<file path="config.mk">
export PLATFORM = sky130hd
export DESIGN_NAME = control_sequencer
export DESIGN_NICKNAME = d
export VERILOG_FILES = /design/src/rtl/control_sequencer.sv
export SDC_FILE = /design/constraint.sdc
export NUM_CORES = 1
export LEC_CHECK = 0
export BUFFER_PORTS_ARGS = -buffer_cell sky130_fd_sc_hd__buf_2
export CAP_MARGIN = 15
export CORE_AREA = 4 4 61 63
export CTS_BUF_LIST = sky130_fd_sc_hd__clkbuf_8
export CTS_CLUSTER_DIAMETER = 200
export DETAILED_ROUTE_END_ITERATION = 10
export DIE_AREA = 0 0 65 67
export PLACE_DENSITY = 0.8
export REMOVE_ABC_BUFFERS = 1
export SYNTH_ARGS = -nofsm -noshare
export SYNTH_HDL_FRONTEND = slang
export SYNTH_SLANG_ARGS = --single-unit
</file>
<file path="constraint.sdc">
create_clock -name clk -period 1.9 [get_ports clk]
set_input_delay 0.095 -clock clk [delete_from_list [all_inputs] [get_ports clk]]
set_output_delay 0.095 -clock clk [all_outputs]
set_load 0.05 [all_outputs]
</file>
<file path="src/rtl/control_sequencer.sv">
// Multi-cycle control FSM for the Benzaiten RV32I core: sequences each instruction
// through fetch/decode/execute/memory/writeback over one shared memory port.
module control_sequencer #(
    parameter int MEM_TIMEOUT = 255
) (
    input  logic        clk,
    input  logic        rst,
    input  logic [31:0] instr,
    input  logic        mem_ready,
    input  logic        branch_taken,
    output logic        mem_req,
    output logic        mem_we,
    output logic [2:0]  mem_len,
    output logic        mem_addr_sel,
    output logic        ir_we,
    output logic        pc_we,
    output logic [1:0]  pc_sel,
    output logic        alu_a_sel,
    output logic        alu_b_sel,
    output logic        rf_we,
    output logic [1:0]  wb_sel,
    output logic        retire,
    output logic        trap,
    output logic [1:0]  trap_cause,
    output logic [2:0]  state
);

    localparam logic [2:0] S_FETCH  = 3'd0;
    localparam logic [2:0] S_DECODE = 3'd1;
    localparam logic [2:0] S_EXEC   = 3'd2;
    localparam logic [2:0] S_MEM    = 3'd3;
    localparam logic [2:0] S_WB     = 3'd4;
    localparam logic [2:0] S_TRAP   = 3'd5;

    localparam logic [3:0] C_ILL    = 4'd0;
    localparam logic [3:0] C_OP     = 4'd1;
    localparam logic [3:0] C_OPIMM  = 4'd2;
    localparam logic [3:0] C_LUI    = 4'd3;
    localparam logic [3:0] C_AUIPC  = 4'd4;
    localparam logic [3:0] C_JAL    = 4'd5;
    localparam logic [3:0] C_JALR   = 4'd6;
    localparam logic [3:0] C_BRANCH = 4'd7;
    localparam logic [3:0] C_LOAD   = 4'd8;
    localparam logic [3:0] C_STORE  = 4'd9;

    localparam logic [7:0] TIMEOUT_LIM = 8'(MEM_TIMEOUT);

    logic [2:0] state_q, state_d;
    logic [3:0] cls_q, cls_d;
    logic [2:0] len_q, len_d;
    logic       trap_q, trap_d;
    logic [1:0] cause_q, cause_d;
    logic [7:0] cnt_q, cnt_d;

    logic [3:0] decCls;
    logic [2:0] decLen;
    logic       decBadWidth;
    logic       timeoutHit;
    logic       unused_instr_bits;

    assign unused_instr_bits = ^{instr[31:15], instr[11:7]};

    always_comb begin
        decCls      = C_ILL;
        decLen      = 3'd4;
        decBadWidth = 1'b0;
        case (instr[6:0])
            7'b0010011: decCls = C_OPIMM;
            7'b0110011: decCls = C_OP;
            7'b0110111: decCls = C_LUI;
            7'b0010111: decCls = C_AUIPC;
            7'b1101111: decCls = C_JAL;
            7'b1100111: decCls = C_JALR;
            7'b1100011: decCls = C_BRANCH;
            7'b0000011: begin
                decCls = C_LOAD;
                case (instr[14:12])
                    3'b000, 3'b100: decLen = 3'd1;
                    3'b001, 3'b101: decLen = 3'd2;
                    3'b010:         decLen = 3'd4;
                    default:        decBadWidth = 1'b1;
                endcase
            end
            7'b0100011: begin
                decCls = C_STORE;
                case (instr[14:12])
                    3'b000:  decLen = 3'd1;
                    3'b001:  decLen = 3'd2;
                    3'b010:  decLen = 3'd4;
                    default: decBadWidth = 1'b1;
                endcase
            end
            default: decCls = C_ILL;
        endcase
    end

    // A limit of zero disables the timeout; a same-cycle mem_ready always wins.
    assign timeoutHit = (MEM_TIMEOUT != 0) && (cnt_q == TIMEOUT_LIM) && !mem_ready;

    always_comb begin
        state_d = state_q;
        cls_d   = cls_q;
        len_d   = len_q;
        trap_d  = trap_q;
        cause_d = cause_q;
        case (state_q)
            S_FETCH: begin
                if (mem_ready) begin
                    state_d = S_DECODE;
                end else if (timeoutHit) begin
                    state_d = S_TRAP;
                    trap_d  = 1'b1;
                    cause_d = 2'b11;
                end
            end
            S_DECODE: begin
                cls_d = decCls;
                len_d = decLen;
                if (decCls == C_ILL) begin
                    state_d = S_TRAP;
                    trap_d  = 1'b1;
                    cause_d = 2'b01;
                end else if (decBadWidth) begin
                    state_d = S_TRAP;
                    trap_d  = 1'b1;
                    cause_d = 2'b10;
                end else begin
                    state_d = S_EXEC;
                end
            end
            S_EXEC: state_d = (cls_q == C_LOAD || cls_q == C_STORE) ? S_MEM : S_FETCH;
            S_MEM: begin
                if (mem_ready) begin
                    state_d = (cls_q == C_STORE) ? S_FETCH : S_WB;
                end else if (timeoutHit) begin
                    state_d = S_TRAP;
                    trap_d  = 1'b1;
                    cause_d = 2'b11;
                end
            end
            S_WB:    state_d = S_FETCH;
            S_TRAP:  state_d = S_TRAP;
            default: state_d = S_FETCH;
        endcase

        if (state_d != state_q || mem_ready) begin
            cnt_d = 8'd0;
        end else if (mem_req) begin
            cnt_d = cnt_q + 8'd1;
        end else begin
            cnt_d = cnt_q;
        end
    end

    always_ff @(posedge clk) begin
        if (rst) begin
            state_q <= S_FETCH;
            cls_q   <= C_ILL;
            len_q   <= 3'd4;
            trap_q  <= 1'b0;
            cause_q <= 2'b00;
            cnt_q   <= 8'd0;
        end else begin
            state_q <= state_d;
            cls_q   <= cls_d;
            len_q   <= len_d;
            trap_q  <= trap_d;
            cause_q <= cause_d;
            cnt_q   <= cnt_d;
        end
    end

    // Strobes are forced low while reset is held so a pending write is abandoned.
    always_comb begin
        mem_req      = 1'b0;
        mem_we       = 1'b0;
        mem_len      = 3'd0;
        mem_addr_sel = 1'b0;
        ir_we        = 1'b0;
        pc_we        = 1'b0;
        pc_sel       = 2'b00;
        alu_a_sel    = 1'b0;
        alu_b_sel    = 1'b0;
        rf_we        = 1'b0;
        wb_sel       = 2'b00;
        retire       = 1'b0;
        if (!rst) begin
            case (state_q)
                S_FETCH: begin
                    mem_req = 1'b1;
                    mem_len = 3'd4;
                    ir_we   = mem_ready;
                end
                S_EXEC: begin
                    case (cls_q)
                        C_OP: begin
                            rf_we = 1'b1;
                        end
                        C_OPIMM: begin
                            rf_we     = 1'b1;
                            alu_b_sel = 1'b1;
                        end
                        C_LUI: begin
                            rf_we  = 1'b1;
                            wb_sel = 2'b11;
                        end
                        C_AUIPC: begin
                            rf_we     = 1'b1;
                            alu_a_sel = 1'b1;
                            alu_b_sel = 1'b1;
                        end
                        C_JAL: begin
                            rf_we  = 1'b1;
                            wb_sel = 2'b10;
                            pc_sel = 2'b01;
                        end
                        C_JALR: begin
                            rf_we     = 1'b1;
                            wb_sel    = 2'b10;
                            alu_b_sel = 1'b1;
                            pc_sel    = 2'b10;
                        end
                        C_BRANCH: pc_sel = branch_taken ? 2'b01 : 2'b00;
                        default:  alu_b_sel = 1'b1;
                    endcase
                    if (cls_q != C_LOAD && cls_q != C_STORE) begin
                        pc_we  = 1'b1;
                        retire = 1'b1;
                    end
                end
                S_MEM: begin
                    mem_req      = 1'b1;
                    mem_addr_sel = 1'b1;
                    mem_len      = len_q;
                    mem_we       = (cls_q == C_STORE);
                    alu_b_sel    = 1'b1;
                    if (mem_ready && cls_q == C_STORE) begin
                        pc_we  = 1'b1;
                        retire = 1'b1;
                    end
                end
                S_WB: begin
                    rf_we  = 1'b1;
                    wb_sel = 2'b01;
                    pc_we  = 1'b1;
                    retire = 1'b1;
                end
                default: ;
            endcase
        end
    end

    assign trap       = trap_q;
    assign trap_cause = cause_q;
    assign state      = state_q;

endmodule

</file>
==> results of run 1 <==
## synthesized netlist by cell type, types with 5 or more instances
library cell               instances
sky130_fd_sc_hd__a211oi_1          5
sky130_fd_sc_hd__inv_1             7
sky130_fd_sc_hd__o21ai_0           6
sky130_fd_sc_hd__clkbuf_1          6
sky130_fd_sc_hd__a21oi_1          13
sky130_fd_sc_hd__nand2_1          13
sky130_fd_sc_hd__nand3_1           7
sky130_fd_sc_hd__and3_1            8
sky130_fd_sc_hd__xor2_1            6
sky130_fd_sc_hd__nand4_1           5
sky130_fd_sc_hd__nor2_1           25
sky130_fd_sc_hd__dfxtp_1          21
## power groups by stage
stage | clock [mW] | combinational [mW] | sequential (mW)
floorplan | 0 | 0.172 | 0.541
global placement | 0 | 0.323 | 0.491
detailed placement | 0 | 0.326 | 0.491
CTS | 0.299 | 0.334 | 0.482
global route | 0.310 | 0.378 | 0.490
finish | 0.293 | 0.347 | 0.485
## metrics by stage
step	instances	power, mW	worst slack, ns	hold slack (ns)	setup TNS [ns]
after floorplan	167	0.713	-2.07	0.164	-11.34
after global placement	260	0.814	0.140	0.373	0
after detailed placement	260	0.818	0.122	0.380	0
after CTS	264	1.11	0.00480	0.111	0
after global routing	265	1.18	0.0168	0.139	0
final	265	1.12	0.119	0.107	0
## final cells by class
class                   instances  share of cell area, %
flip-flops and latches         21                   24.9
multi-input cells             139                   50.4
well taps                      46                   3.39
clock buffers                   3                   2.43
clock inverters                 1                  0.295
inverters                       7                   1.55
repair buffers                 48                   17.1
## kinds of logic (layout without fill, tap and decap cells)
kind of cell / Yosys count / in the layout / synth area share, %
AND/OR/NAND/NOR: 86 / 86 / 33.7
AO/OA/AOI/OAI: 42 / 42 / 19.7
flip-flops: 21 / 21 / 30.9
buffers and inverters: 19 / 59 / 8.26
XOR/XNOR: 9 / 9 / 5.79
adder cells (fa/ha/maj): 1 / 1 / 0.918
multiplexers: 1 / 1 / 0.735
## flip-flops by register name, summed over array words and instances (netlist names)
| signal | count |
|---|---|
| cnt_q | 8 |
| cls_q | 4 |
| len_q | 3 |
| state | 3 |
| trap_cause | 2 |
| trap | 1 |
## repair_timing
action	4_1_cts	5_1_grt
buffers inserted	0	1
pin swaps	0	3
resized for setup	5	9
endpoints found under the setup margin	3	19
## worst min-delay path by stage
| stage | cells past startpoint | from | end |
|---|---|---|---|
| 2_1_floorplan | 1 | rst | cls_q[0]$_SDFFE_PP0N_ |
| 3_3_place_gp | 3 | instr[12] | len_q[1]$_SDFFE_PP0N_ |
| 3_5_place_dp | 3 | instr[12] | len_q[1]$_SDFFE_PP0N_ |
| 4_1_cts | 3 | instr[12] | len_q[1]$_SDFFE_PP0N_ |
| 5_1_grt | 3 | instr[12] | len_q[1]$_SDFFE_PP0N_ |
| 6_report | 3 | instr[12] | len_q[1]$_SDFFE_PP0N_ |
## per-layer routing
metal | vias up | GRT usage [%] | part of all wire (%)
met5 | - | 0 | 0
met4 | 0 | 6.60 | 1.8
met3 | 6 | 2.02 | 5.6
met2 | 40 | 25.2 | 48
met1 | 647 | 18.9 | 45
li1 | 721 | - | -
## critical path: cells and delay by family, from the launching register on
kind,cells,cell delay (ns)
and+or+nand+nor,3,0.66
DFF,1,0.32
AOI/OAI and AO/OA,1,0.26
buffers and inverters,1,0.19
==> results_tabular.tex, run 1 <==
\begin{tabular}{lr}
\hline
Metric & Value \\
\hline
\multicolumn{2}{l}{\textbf{Status}} \\
Run status & complete, no violations \\
\multicolumn{2}{l}{\textbf{Logic synthesis}} \\
Top-area cell type share of the netlist area & 30.9\% \\
Leading cell types by total area after synthesis & sky130\_fd\_sc\_hd\_\_dfxtp\_1 31\%, sky130\_fd\_sc\_hd\_\_nor2\_1 6.9\%, sky130\_fd\_sc\_hd\_\_a21oi\_1 4.8\% \\
Number of flip-flops and latches in the synthesized netlist & 21 \\
Top FF cell, synth & sky130\_fd\_sc\_hd\_\_dfxtp\_1 \\
Netlist Area Pre-Place & 1360 um\^{}2 \\
Avg Inst Size Synth & 7.61 um\^{}2 \\
Async set-or-reset flop fraction in the synthesized netlist & 0\% \\
Sequential fraction of the synthesis area & 30.9\% \\
Yosys top cell by area & sky130\_fd\_sc\_hd\_\_dfxtp\_1 \\
Unique cell type count in the Yosys netlist & 47 \\
Number of cells produced by synthesis & 179 \\
Count of flip-flops with a built-in enable after synthesis & 0 \\
Yosys warning count & 0 \\
\multicolumn{2}{l}{\textbf{STA}} \\
Largest clock skew in the final design & 0.00198 ns \\
Final Slew Violations & 0 \\
Maximum clock rate & 0.561 GHz \\
Final hold violations & 0 \\
Post-route fraction of the period consumed by the critical path & 93.7\% \\
Worst max-slew margin expressed relative to the limit & 73.4\% \\
\# setup viols final & 0 \\
RSZ-0062 raised after global routing & false \\
Pin slew with the least headroom to its limit & 0.396 ns \\
Final min period & 1.78 ns \\
\multicolumn{2}{l}{\textbf{Clock network}} \\
Total CTS buffers & 3 \\
Maximum level of the CTS H-tree & 1 \\
CTS tree & yes \\
Clock latency of the later-clocked register in the worst-skew pair & 0.26 ns \\
Clk sink count & 21 \\
Max Buffers Root-to-Sink & 2 \\
Count of hold buffers inserted by post-cts repair & 0 \\
Clock edge transition at the registers on the reported setup and hold paths & 0.08 ns \\
Clock root buffer & sky130\_fd\_sc\_hd\_\_clkbuf\_8 \\
\multicolumn{2}{l}{\textbf{Power}} \\
Net switching power & 408 uW \\
Sequential Power Share & 43.1\% \\
Largest voltage drop on the vdd net & 0.303 mV \\
Power density over cell area & 662 nW/um\^{}2 \\
Comb power frac & 30.8\% \\
Cell Int Power & 716 uW \\
Part of the power in the clock network & 26.0\% \\
Switching power as a share of total power & 36.3\% \\
Leakage power & 0.702 nW \\
\multicolumn{2}{l}{\textbf{Critical path}} \\
Critical Path RT & 1.80 ns \\
Critical path peak fanout & 3 \\
Slowest cell on the critical path & sky130\_fd\_sc\_hd\_\_or4\_4 \\
Delay contributed by the slowest stage of the critical path & 0.45 ns \\
CP Launch Type & register \\
Arrival time at the worst endpoint & 1.69 ns \\
Series of cell instances along the critical path & nor2\_1 > nand2\_1 > or4\_4 > a211oi\_4 > buf\_6 \\
Endpoint of the worst-slack reg-to-reg timing path & cnt\_q[3]\$\_SDFFE\_PP0P\_ \\
Launch point of the worst reg-to-reg path & state[2]\$\_SDFF\_PP0\_ \\
Capture point of the worst path & retire \\
Setup crit end kind & output pin \\
WS Path Type & register to output pin \\
Number of cell instances on the worst register-to-register path & 6 \\
Launch point of the critical path & cls\_q[1]\$\_SDFFE\_PP0N\_ \\
Minimum setup slack among reg-to-reg paths & 0.20 ns \\
\multicolumn{2}{l}{\textbf{Drt}} \\
Starting DRC count in detailed routing & 43 \\
Routed wirelength normalized by instance count & 12.0 um \\
Final antenna-violating net count & 0 \\
1st-pass router iterations & 4 \\
Total routed wirelength & 3190 um \\
Via-per-instance ratio & 5.34 \\
Vias after detailed routing & 1,414 \\
Number of remaining DRC errors & 0 \\
\multicolumn{2}{l}{\textbf{Global routing}} \\
Pin count of the biggest net entering global routing & 17 \\
First-pass GRT wire length & 5310 um \\
Total global-route track usage & 14.9\% \\
Residual overflow from global routing & 0 \\
Initial antenna violation count & 0 \\
Via count of the first global-routing pass & 1,249 \\
\multicolumn{2}{l}{\textbf{Layout}} \\
Total area of multi-input combinational cells & 856 um\^{}2 \\
FF+latch area & 423 um\^{}2 \\
Post-Layout Inst Area & 1700 um\^{}2 \\
Total of fill cells in the finished design & 322 \\
Most common library cell in the layout ignoring fill and taps & sky130\_fd\_sc\_hd\_\_buf\_2 \\
Ratio of cells with drive above 1 in the final layout & 29.7\% \\
Layout net count & 257 \\
Antenna diode count & 0 \\
Commonest non-fill, non-tap cells in the layout & 31 x sky130\_fd\_sc\_hd\_\_buf\_2, 23 x sky130\_fd\_sc\_hd\_\_nor2\_1, 19 x sky130\_fd\_sc\_hd\_\_dfxtp\_1 \\
P\&R area growth vs syn & 24.7\% \\
Final Util & 52.6\% \\
\multicolumn{2}{l}{\textbf{Die}} \\
Starting density of the core & 42.2\% \\
Area enclosed by the die boundary & 4360 um\^{}2 \\
Vert. Die Dim & 67 um \\
Core area & 3230 um\^{}2 \\
Rows & 21 \\
Number of placed I/O pins & 58 \\
Die Span X & 65 um \\
\multicolumn{2}{l}{\textbf{Placement}} \\
GPL Wtd Cong & 0.850 \\
Port-buffer cells & 35 \\
Detail Placement HPWL & 2350 um \\
Cell area after placement & 1600 um\^{}2 \\
\multicolumn{2}{l}{\textbf{Hold path}} \\
Hold WC Path Type & input pin to register \\
\multicolumn{2}{l}{\textbf{Flow run}} \\
Maxcap violations & 0 \\
\hline
\end{tabular}
No activity file was read; power rests on OpenSTA's default activity.
==> run 2: changes to the inputs <==
==> constraint.sdc (replaced) <==
create_clock -name clk -period 1.9 [get_ports clk]
set_input_delay 0.19 -clock clk [delete_from_list [all_inputs] [get_ports clk]]
set_output_delay 0.19 -clock clk [all_outputs]
set_load 0.05 [all_outputs]
==> run 2 against run 1 <==
  * The run now ends with setup timing left
  * Wire length grew 1.7%
  * Hold slack gained 0.083 ns
  * Global-route usage grew 0.66 points
  * Critical path type unchanged
  * Combinational power grew 6.3%
  * Sequential power shrank 1%
==> results_tabular.tex, run 2 (synthesis gave the netlist of run 1 again) <==
\begin{tabular}{lr}
\hline
Metric & Value \\
\hline
\multicolumn{2}{l}{\textbf{Power}} \\
Net switching power & 427 uW (+4.6\%) \\
Part of the power in the clock network & 26.7\% (+0.7 points) \\
Leakage power & 0.713 nW (+1.5\%) \\
Largest voltage drop on the vdd net & 0.341 mV (+13\%) \\
Comb power frac & 31.9\% (+1.1 points) \\
Cell Int Power & 729 uW (+1.8\%) \\
Power density over cell area & 662 nW/um\^{}2 (about the same) \\
PnR Total Power & 1.16 mW (+2.8\%) \\
Switching power as a share of total power & 36.9\% (+0.63 points) \\
Sequential Power Share & 41.4\% (-1.7 points) \\
\multicolumn{2}{l}{\textbf{Critical path}} \\
Critical path peak fanout & 2 (-1) \\
WS Path Type & register to output pin \\
Arrival time at the worst endpoint & 1.74 ns (+0.05 ns) \\
Critical Path RT & 1.71 ns (-0.09 ns) \\
CP Launch Type & register \\
Setup crit end kind & output pin \\
\multicolumn{2}{l}{\textbf{Placement}} \\
Detail Placement HPWL & 2320 um (-1.2\%) \\
Port-buffer cells & 35 (unchanged) \\
Instance count after placement with tap cells included & 262 (+0.77\%) \\
GPL Wtd Cong & 0.831 (-2.2\%) \\
Cell area after placement & 1610 um\^{}2 (+0.94\%) \\
\multicolumn{2}{l}{\textbf{Layout}} \\
Ratio of cells with drive above 1 in the final layout & 32.6\% (+2.9 points) \\
Top register by number of flip-flops & cnt\_q \\
Most common library cell in the layout ignoring fill and taps & sky130\_fd\_sc\_hd\_\_buf\_2 \\
Largest register FFs & 8 (unchanged) \\
P\&R area growth vs syn & 28.1\% \\
Layout net count & 259 (+0.78\%) \\
Non-Filler Instances & 267 (+0.75\%) \\
Largest registers & cnt\_q x8, cls\_q x4 \\
Post-Layout Inst Area & 1750 um\^{}2 (+2.7\%) \\
Commonest non-fill, non-tap cells in the layout & 29 x sky130\_fd\_sc\_hd\_\_buf\_2, 23 x sky130\_fd\_sc\_hd\_\_nor2\_1, 18 x sky130\_fd\_sc\_hd\_\_buf\_4 \\
Antenna diode count & 0 (unchanged) \\
\multicolumn{2}{l}{\textbf{STA}} \\
\# setup viols final & 2 (+2) \\
Post-route setup TNS & -0.0528 ns (-0.0528 ns) \\
Pin slew with the least headroom to its limit & 0.443 ns (+0.0475 ns) \\
Maximum clock rate & 0.519 GHz (-7.6\%) \\
Final hold violations & 0 (unchanged) \\
Worst max-slew margin expressed relative to the limit & 70.2\% (-3.2 points) \\
RSZ-0062 raised after global routing & true \\
Post-route setup slack & -0.0268 ns (-0.146 ns) \\
Final Slew Violations & 0 (unchanged) \\
Post-route fraction of the period consumed by the critical path & 101\% (+7.7 points) \\
Largest clock skew in the final design & 0.00229 ns (+0.000311 ns) \\
Final min period & 1.93 ns (+0.146 ns) \\
\multicolumn{2}{l}{\textbf{Hold path}} \\
Hold WC Path Type & input pin to register \\
\multicolumn{2}{l}{\textbf{Clock network}} \\
Total CTS buffers & 3 (unchanged) \\
Max Buffers Root-to-Sink & 2 (unchanged) \\
Clock root buffer & sky130\_fd\_sc\_hd\_\_clkbuf\_8 \\
CTS tree & yes \\
Count of hold buffers inserted by post-cts repair & 0 (unchanged) \\
Clock latency of the later-clocked register in the worst-skew pair & 0.27 ns (about the same) \\
Clock edge transition at the registers on the reported setup and hold paths & 0.08 ns (about the same) \\
Maximum level of the CTS H-tree & 1 (unchanged) \\
Clk sink count & 21 (unchanged) \\
\multicolumn{2}{l}{\textbf{Global routing}} \\
Residual overflow from global routing & 0 (unchanged) \\
Total global-route track usage & 15.6\% (+0.66 points) \\
First-pass GRT wire length & 5480 um (+3.2\%) \\
Pin count of the biggest net entering global routing & 17 (unchanged) \\
Initial antenna violation count & 0 (unchanged) \\
Via count of the first global-routing pass & 1,310 (+4.9\%) \\
\multicolumn{2}{l}{\textbf{Drt}} \\
Routed wirelength normalized by instance count & 12.2 um (+0.93\%) \\
Top routing layer in use & met4 \\
Final antenna-violating net count & 0 (unchanged) \\
Starting DRC count in detailed routing & 79 (+84\%) \\
Number of remaining DRC errors & 0 (unchanged) \\
Met3 WL & 217 um (+21\%) \\
Via-per-instance ratio & 5.39 (+1.1\%) \\
Vias after detailed routing & 1,440 (+1.8\%) \\
Total routed wirelength & 3250 um (+1.7\%) \\
1st-pass router iterations & 4 (unchanged) \\
Wire length on met1 & 1390 um (-2.8\%) \\
Total met2 wirelength after detailed routing & 1580 um (+3.1\%) \\
\multicolumn{2}{l}{\textbf{Die}} \\
Area enclosed by the die boundary & 4360 um\^{}2 (unchanged) \\
Vert. Die Dim & 67 um (unchanged) \\
Core area & 3230 um\^{}2 (unchanged) \\
Rows & 21 (unchanged) \\
Die Span X & 65 um (unchanged) \\
Number of placed I/O pins & 58 (unchanged) \\
Starting density of the core & 42.2\% (unchanged) \\
\multicolumn{2}{l}{\textbf{Status}} \\
Violated checks & setup timing \\
Run status & complete, but fails checks \\
\multicolumn{2}{l}{\textbf{Flow run}} \\
Maxcap violations & 0 (unchanged) \\
\hline
\end{tabular}
-- run 2: worst max-delay path, stage by stage (launching register included) --
cell                       delay, ns
sky130_fd_sc_hd__dfxtp_2        0.33
sky130_fd_sc_hd__nor2_1         0.12
sky130_fd_sc_hd__nand2_1        0.10
sky130_fd_sc_hd__or4_4          0.44
sky130_fd_sc_hd__a211oi_4       0.29
sky130_fd_sc_hd__buf_6          0.19
-- run 2: area by class of cell --
cell class                      instances  area (um^2)
Tap cell                               46         57.6
Multi-Input combinational cell        139          871
Sequential cell                        21          428
Clock inverter                          1         7.51
Fill cell                             317         1490
Clock buffer                            3         41.3
Timing Repair Buffer                   50          314
Inverter                                7         26.3
-- run 2: power groups by stage --
| stage | clock network, mW | logic [mW] | registers, mW |
|---|---|---|---|
| global route | 0.331 | 0.399 | 0.483 |
| CTS | 0.311 | 0.353 | 0.478 |
| finish | 0.308 | 0.369 | 0.478 |
| detailed placement | 0 | 0.340 | 0.487 |
| global placement | 0 | 0.338 | 0.487 |
| floorplan | 0 | 0.172 | 0.541 |
-- run 2: routing by layer --
| metal | up-vias | GRT usage (%) |
|---|---|---|
| met3 | 9 | 3.04 |
| met1 | 660 | 19.2 |
| met5 | - | 0 |
| met2 | 51 | 26.3 |
| li1 | 720 | - |
| met4 | 0 | 6.60 |
-- run 2: final timing paths --
kind	startpoint	endpoint	slack [ns]	cells past startpoint
worst min-delay path	instr[12]	len_q[1]$_SDFFE_PP0N_	0.19	3
worst min register to register	trap$_SDFFE_PP0P_	trap$_SDFFE_PP0P_	0.45	2
worst max register to register	cnt_q[0]$_SDFFE_PP0P_	cnt_q[1]$_SDFFE_PP0P_	0.15	6
worst max-delay path	cls_q[1]$_SDFFE_PP0N_	retire	-0.03	5
-- run 2: through the flow --
step / util, % / worst slack, ns / hold WS [ns]
global placement: 49.9 / 0.129 / 0.432
CTS: 52.6 / 0.0111 / 0.196
floorplan: - / -2.17 / 0.259
global route: 54.0 / -0.0847 / 0.230
detailed placement: 49.9 / 0.109 / 0.437
finish: 54.0 / -0.0268 / 0.190
-- run 2: repair_timing --
| action | CTS | global route |
|---|---|---|
| gates resized for setup | 9 | 17 |
| endpoints found under the setup margin | 9 | 11 |
| pin swaps | 3 | 1 |
| buffers inserted | 1 | 0 |
| hold endpoints to repair | 0 | 0 |
